[config.mk]
export PLATFORM = sky130hd
export DESIGN_NAME = pe_feeder
export DESIGN_NICKNAME = d
export VERILOG_FILES = /design/src/rtl/pe_feeder.sv
export SDC_FILE = /design/constraint.sdc
export NUM_CORES = 2
export LEC_CHECK = 0
export CAP_MARGIN = 20
export CORE_ASPECT_RATIO = 1.2
export CORE_MARGIN = 2
export CORE_UTILIZATION = 49
export DETAILED_ROUTE_END_ITERATION = 12
export PLACE_DENSITY = 0.71
export SETUP_SLACK_MARGIN = 0.2
export SYNTH_ARGS = -nofsm -noshare
export SYNTH_HDL_FRONTEND = slang
export SYNTH_SLANG_ARGS = --single-unit
[constraint.sdc]
create_clock -name clk -period 43.5 [get_ports clk]
set_input_delay 8.7 -clock clk [delete_from_list [all_inputs] [get_ports clk]]
set_output_delay 8.7 -clock clk [all_outputs]
set_load 0.05 [all_outputs]
[src/rtl/pe_feeder.sv]
// Systolic-array operand feeder: buffers K weight/activation vector pairs, then
// streams them diagonally skewed into the array edge and drains the pipeline.
module pe_feeder #(
  parameter int ROWS  = 16,
  parameter int COLS  = 16,
  parameter int DEPTH = 16
) (
  input  logic                       clk,
  input  logic                       rstn,
  input  logic                       start,
  input  logic [$clog2(DEPTH+1)-1:0] k_len,
  input  logic                       ld_valid,
  output logic                       ld_ready,
  input  logic [8*COLS-1:0]          ld_w,
  input  logic [8*ROWS-1:0]          ld_a,
  output logic [8*COLS-1:0]          out_w_port,
  output logic [8*ROWS-1:0]          out_a_port,
  output logic                       fire,
  output logic                       busy,
  output logic                       done,
  output logic                       err
);

  localparam int MAXRC = (ROWS > COLS) ? ROWS : COLS;
  localparam int DRN   = ROWS + COLS - 2;
  localparam int KW    = $clog2(DEPTH + 1);
  localparam int AW    = (DEPTH > 1) ? $clog2(DEPTH) : 1;
  localparam int CW    = $clog2(DEPTH + MAXRC + DRN + 1) + 1;

  typedef enum logic [1:0] {S_IDLE, S_LOAD, S_STREAM, S_DRAIN} state_t;

  state_t            state_q, state_d;
  logic [CW-1:0]     cnt_q, cnt_d;
  logic [KW-1:0]     k_q, k_d;
  logic [8*COLS-1:0] ow_q, ow_d;
  logic [8*ROWS-1:0] oa_q, oa_d;
  logic              fire_q, fire_d;
  logic              done_q, done_d;
  logic              err_q, err_d;

  logic [8*COLS-1:0] wbuf [DEPTH];
  logic [8*ROWS-1:0] abuf [DEPTH];

  logic              ld_acc;
  logic [CW-1:0]     tn;
  logic [8*COLS-1:0] diag_w;
  logic [8*ROWS-1:0] diag_a;

  assign ld_ready   = (state_q == S_LOAD);
  assign busy       = (state_q != S_IDLE);
  assign ld_acc     = ld_ready && ld_valid;
  assign out_w_port = ow_q;
  assign out_a_port = oa_q;
  assign fire       = fire_q;
  assign done       = done_q;
  assign err        = err_q;

  always_ff @(posedge clk) begin
    if (ld_acc) begin
      wbuf[cnt_q[AW-1:0]] <= ld_w;
      abuf[cnt_q[AW-1:0]] <= ld_a;
    end
  end

  // Stream index of the cycle being registered next; the final LOAD beat
  // produces t=0, so that beat's data is bypassed around the buffer.
  assign tn = (state_q == S_STREAM) ? cnt_q + CW'(1) : '0;

  always_comb begin
    diag_w = '0;
    diag_a = '0;
    for (int unsigned c = 0; c < COLS; c++) begin
      automatic int idx = int'(tn) - int'(c);
      if (idx >= 0 && idx < int'(k_q)) begin
        if (state_q == S_LOAD && idx == int'(cnt_q))
          diag_w[8*(COLS-1-c) +: 8] = ld_w[8*(COLS-1-c) +: 8];
        else
          diag_w[8*(COLS-1-c) +: 8] = wbuf[AW'(idx)][8*(COLS-1-c) +: 8];
      end
    end
    for (int unsigned r = 0; r < ROWS; r++) begin
      automatic int idx = int'(tn) - int'(r);
      if (idx >= 0 && idx < int'(k_q)) begin
        if (state_q == S_LOAD && idx == int'(cnt_q))
          diag_a[8*(ROWS-1-r) +: 8] = ld_a[8*(ROWS-1-r) +: 8];
        else
          diag_a[8*(ROWS-1-r) +: 8] = abuf[AW'(idx)][8*(ROWS-1-r) +: 8];
      end
    end
  end

  always_comb begin
    state_d = state_q;
    cnt_d   = cnt_q;
    k_d     = k_q;
    ow_d    = '0;
    oa_d    = '0;
    fire_d  = 1'b0;
    done_d  = 1'b0;
    err_d   = 1'b0;
    unique case (state_q)
      S_IDLE: begin
        if (start) begin
          if (k_len != '0 && int'(k_len) <= DEPTH) begin
            k_d     = k_len;
            cnt_d   = '0;
            state_d = S_LOAD;
          end else begin
            err_d = 1'b1;
          end
        end
      end
      S_LOAD: begin
        if (ld_valid) begin
          if (int'(cnt_q) + 1 == int'(k_q)) begin
            cnt_d   = '0;
            state_d = S_STREAM;
            ow_d    = diag_w;
            oa_d    = diag_a;
            fire_d  = 1'b1;
          end else begin
            cnt_d = cnt_q + CW'(1);
          end
        end
      end
      S_STREAM: begin
        if (int'(cnt_q) == int'(k_q) + MAXRC - 2) begin
          cnt_d = '0;
          if (DRN == 0) begin
            state_d = S_IDLE;
            done_d  = 1'b1;
          end else begin
            state_d = S_DRAIN;
          end
        end else begin
          cnt_d  = cnt_q + CW'(1);
          ow_d   = diag_w;
          oa_d   = diag_a;
          fire_d = (int'(cnt_q) + 1 < int'(k_q));
        end
      end
      S_DRAIN: begin
        if (int'(cnt_q) == DRN - 1) begin
          cnt_d   = '0;
          state_d = S_IDLE;
          done_d  = 1'b1;
        end else begin
          cnt_d = cnt_q + CW'(1);
        end
      end
      default: state_d = S_IDLE;
    endcase
  end

  always_ff @(posedge clk or negedge rstn) begin
    if (!rstn) begin
      state_q <= S_IDLE;
      cnt_q   <= '0;
      k_q     <= '0;
      ow_q    <= '0;
      oa_q    <= '0;
      fire_q  <= 1'b0;
      done_q  <= 1'b0;
      err_q   <= 1'b0;
    end else begin
      state_q <= state_d;
      cnt_q   <= cnt_d;
      k_q     <= k_d;
      ow_q    <= ow_d;
      oa_q    <= oa_d;
      fire_q  <= fire_d;
      done_q  <= done_d;
      err_q   <= err_d;
    end
  end

endmodule

==> run summary <==
Die W -> 543 um
async set-reset flop share out of synthesis -> 0.0625
clk buf depth -> 4
PD cells -> 58.7 nW/um^2
Worst setup EP type -> register
I/O pin count -> 526
routed wl met3 -> 43400 um
GRT Resource Usage Total -> 0.251
Routed Wire Length -> 452000 um
GP Congestion -> 0.878
Core Box Area -> 348000 sq um
largest cells by area after synthesis -> edfxtp_1 (72%), mux2i_1 (5.3%), mux4_2 (5.1%), dfrtp_1 (4.0%), nand2_1 (2.8%)
wire length on met2 -> 218000 um
Unique masters post-synth -> 80
Period Utilization, post-route -> 0.299
crit start category -> input pin
layout cells sized above 1 -> 0.116
DP Area -> 182000 sq um
syn_nets -> 10200
Worst Reg-to-Reg Cells -> 14
port bufs -> 525
root buffer selected by CTS -> clkbuf_16
top cell type's share of synthesized area -> 0.719
vias in the first global route -> 96300
outcome -> finished clean
relative slew slack -> 0.0143
antenna violations before repair -> 101
unrepaired setup endpoints after global routing -> no
CTS clk-pin slew, worst paths -> 0.06 ns
crit path time final -> 13.00 ns
sequential cell area fraction in the yosys report -> 0.759
WS Path Type -> in2reg
Max Slew Vio Count -> 0
Lkg Pwr -> 65.0 nW
maxcap violations -> 0
Die Height -> 651 um
NumNets Final -> 10700
flops & latches, synth -> 4369
FF-to-FF End -> out_w_port[23]
Die ar. -> 354000 sq um
final hold violation count -> 0
Mapped Cells -> 9924
Clock Latency Late Sink -> 1.01 ns
global-route wire length before repair -> 653000 um
TritonCTS clock tree -> built
setup bufs post-CTS -> 0
area added between synthesis and finish -> 14.1%
design area -> 195000 sq um
max layer used -> met5
TNS Setup -> 0 ns
DP HPWL -> 239000 um
post-DR wirelength/cell -> 29.2 um
WP data required -> 44.06 ns
CTS H-Tree Depth -> 5
Vias -> 95400
Hold WC Path Type -> reg2reg
Synth area leader -> edfxtp_1
CP Max Fanout -> 47
met1 WL -> 173000 um
# setup viols final -> 0
peak supply drop -> 73.8 uV
fin util -> 0.562
CP arrival -> 13.56 ns
Netlist Area Pre-Place -> 171000 sq um
FF-to-FF Start -> cnt_q[0]
hold path cells -> 1
Final Skew -> 0.102 ns
largest net degree at the start of global routing -> 207
# DRC -> 0
average size of a mapped cell -> 17.2 sq um
row count -> 237
CTS Hold Buffers Added -> 0
TritonCTS Buffers -> 413
First DRT Iteration DRCs -> 11900
Antenna Violating Nets Remaining -> 0
top_reg_cell synth -> edfxtp_1
Peak Freq -> 77.0 MHz
top post-synthesis cells by count -> edfxtp_1 (4096), nand2_1 (1257), mux2i_1 (913)
HP Start -> state_q[1]
vias per cell -> 6.16
Power Total -> 11.5 mW
Overflow after GRT -> 0
top-count cell post-synth -> edfxtp_1
post-CTS resize count -> 0
Least-Margin Pin Slew -> 1.48 ns
Clock Sinks -> 4369
Post-synth EDFFs -> 4096
R2R Setup Slk -> 36.03 ns
initial core utilization -> 0.492
hold path endpoint -> state_q[1]
DR pass1 iterations -> 6
synthesis warning total -> 0
area by class of cell:
type | instances | area [sq um]
tap | 4660 | 5830
antenna | 55 | 138
timing repair buffer | 707 | 7050
multi-input combinational | 4869 | 38700
clock inverter | 210 | 2180
sequential | 4369 | 130000
fill | 25900 | 152000
clock buffer | 566 | 11300
inverter | 40 | 180
report_power, final:
part | switching [mW] | internal [mW] | leakage, nW
logic | 1.92 | 1.22 | 17.8
clock network | 1.56 | 2.01 | 6.57
registers | 0.0557 | 4.71 | 40.6
metal layers:
| metal | up-vias | global-route usage |
|---|---|---|
| met1 | 49300 | 0.334 |
| met4 | 54 | 0.101 |
| li1 | 40200 | - |
| met3 | 829 | 0.0512 |
| met5 | - | 0 |
| met2 | 5027 | 0.404 |
worst max-delay path by stage:
stage / cells past startpoint / slack, ns / startpoint / end
after floorplan: 3 / 16.11 / ld_valid / abuf[0][0]
after global placement: 7 / 29.56 / ld_valid / wbuf[14][18]
after detailed placement: 7 / 29.59 / ld_valid / wbuf[14][18]
after CTS: 7 / 30.59 / ld_valid / abuf[14][87]
after global routing: 7 / 30.37 / ld_valid / abuf[14][87]
final: 7 / 30.50 / ld_valid / abuf[14][84]
logic make-up after synthesis:
logic type / count (synthesis) / synth area share
flip-flops: 4369 / 0.759
AND/OR/NAND/NOR: 2096 / 0.0548
AO/OA/AOI/OAI: 1350 / 0.0573
multiplexers: 1314 / 0.105
buffers and inverters: 686 / 0.0168
adder cells (fa/ha/maj): 60 / 0.00437
XOR/XNOR: 49 / 0.00264
through the flow:
step           hold slack [ns]  std cells  setup slack [ns]
6_report                 0.600      15500             30.50
3_5_place_dp             0.584      14600             29.59
2_1_floorplan            0.528       9924             16.11
3_3_place_gp             0.566      14600             29.56
5_1_grt                  0.634      15400             30.37
4_1_cts                  0.599      15400             30.59
layout by cell type, fill, tap and decap left out, drive strengths merged, types with 86 or more instances in the layout:
cell and n:
clkinv 162, mux2i 915, buf 183, dfrtp 273
clkdlybuf4s50 524, a211oi 448, nor2 137, edfxtp 4096
a31oi 241, nor3 89, nand2 1257, and2 354
o22ai 97, a21oi 86, a311oi 220, mux4 388
o21ai 92, nand3 154, clkbuf 566
sequential cells by signal, indices dropped and copies added (netlist names):
register,cells
out_w_port,128
state_q,2
cnt_q,7
fire,1
out_a_port,128
wbuf,2048
k_q,5
abuf,2048
err,1
done,1
worst max-delay path, stage by stage:
cell,delay (ns)
clkdlybuf4s50_1,0.81
and2_1,0.37
nand2_1,0.28
nor2_4,0.84
buf_4,0.78
buf_4,0.77
buf_4,0.79
No activity file was read; power rests on OpenSTA's default activity.
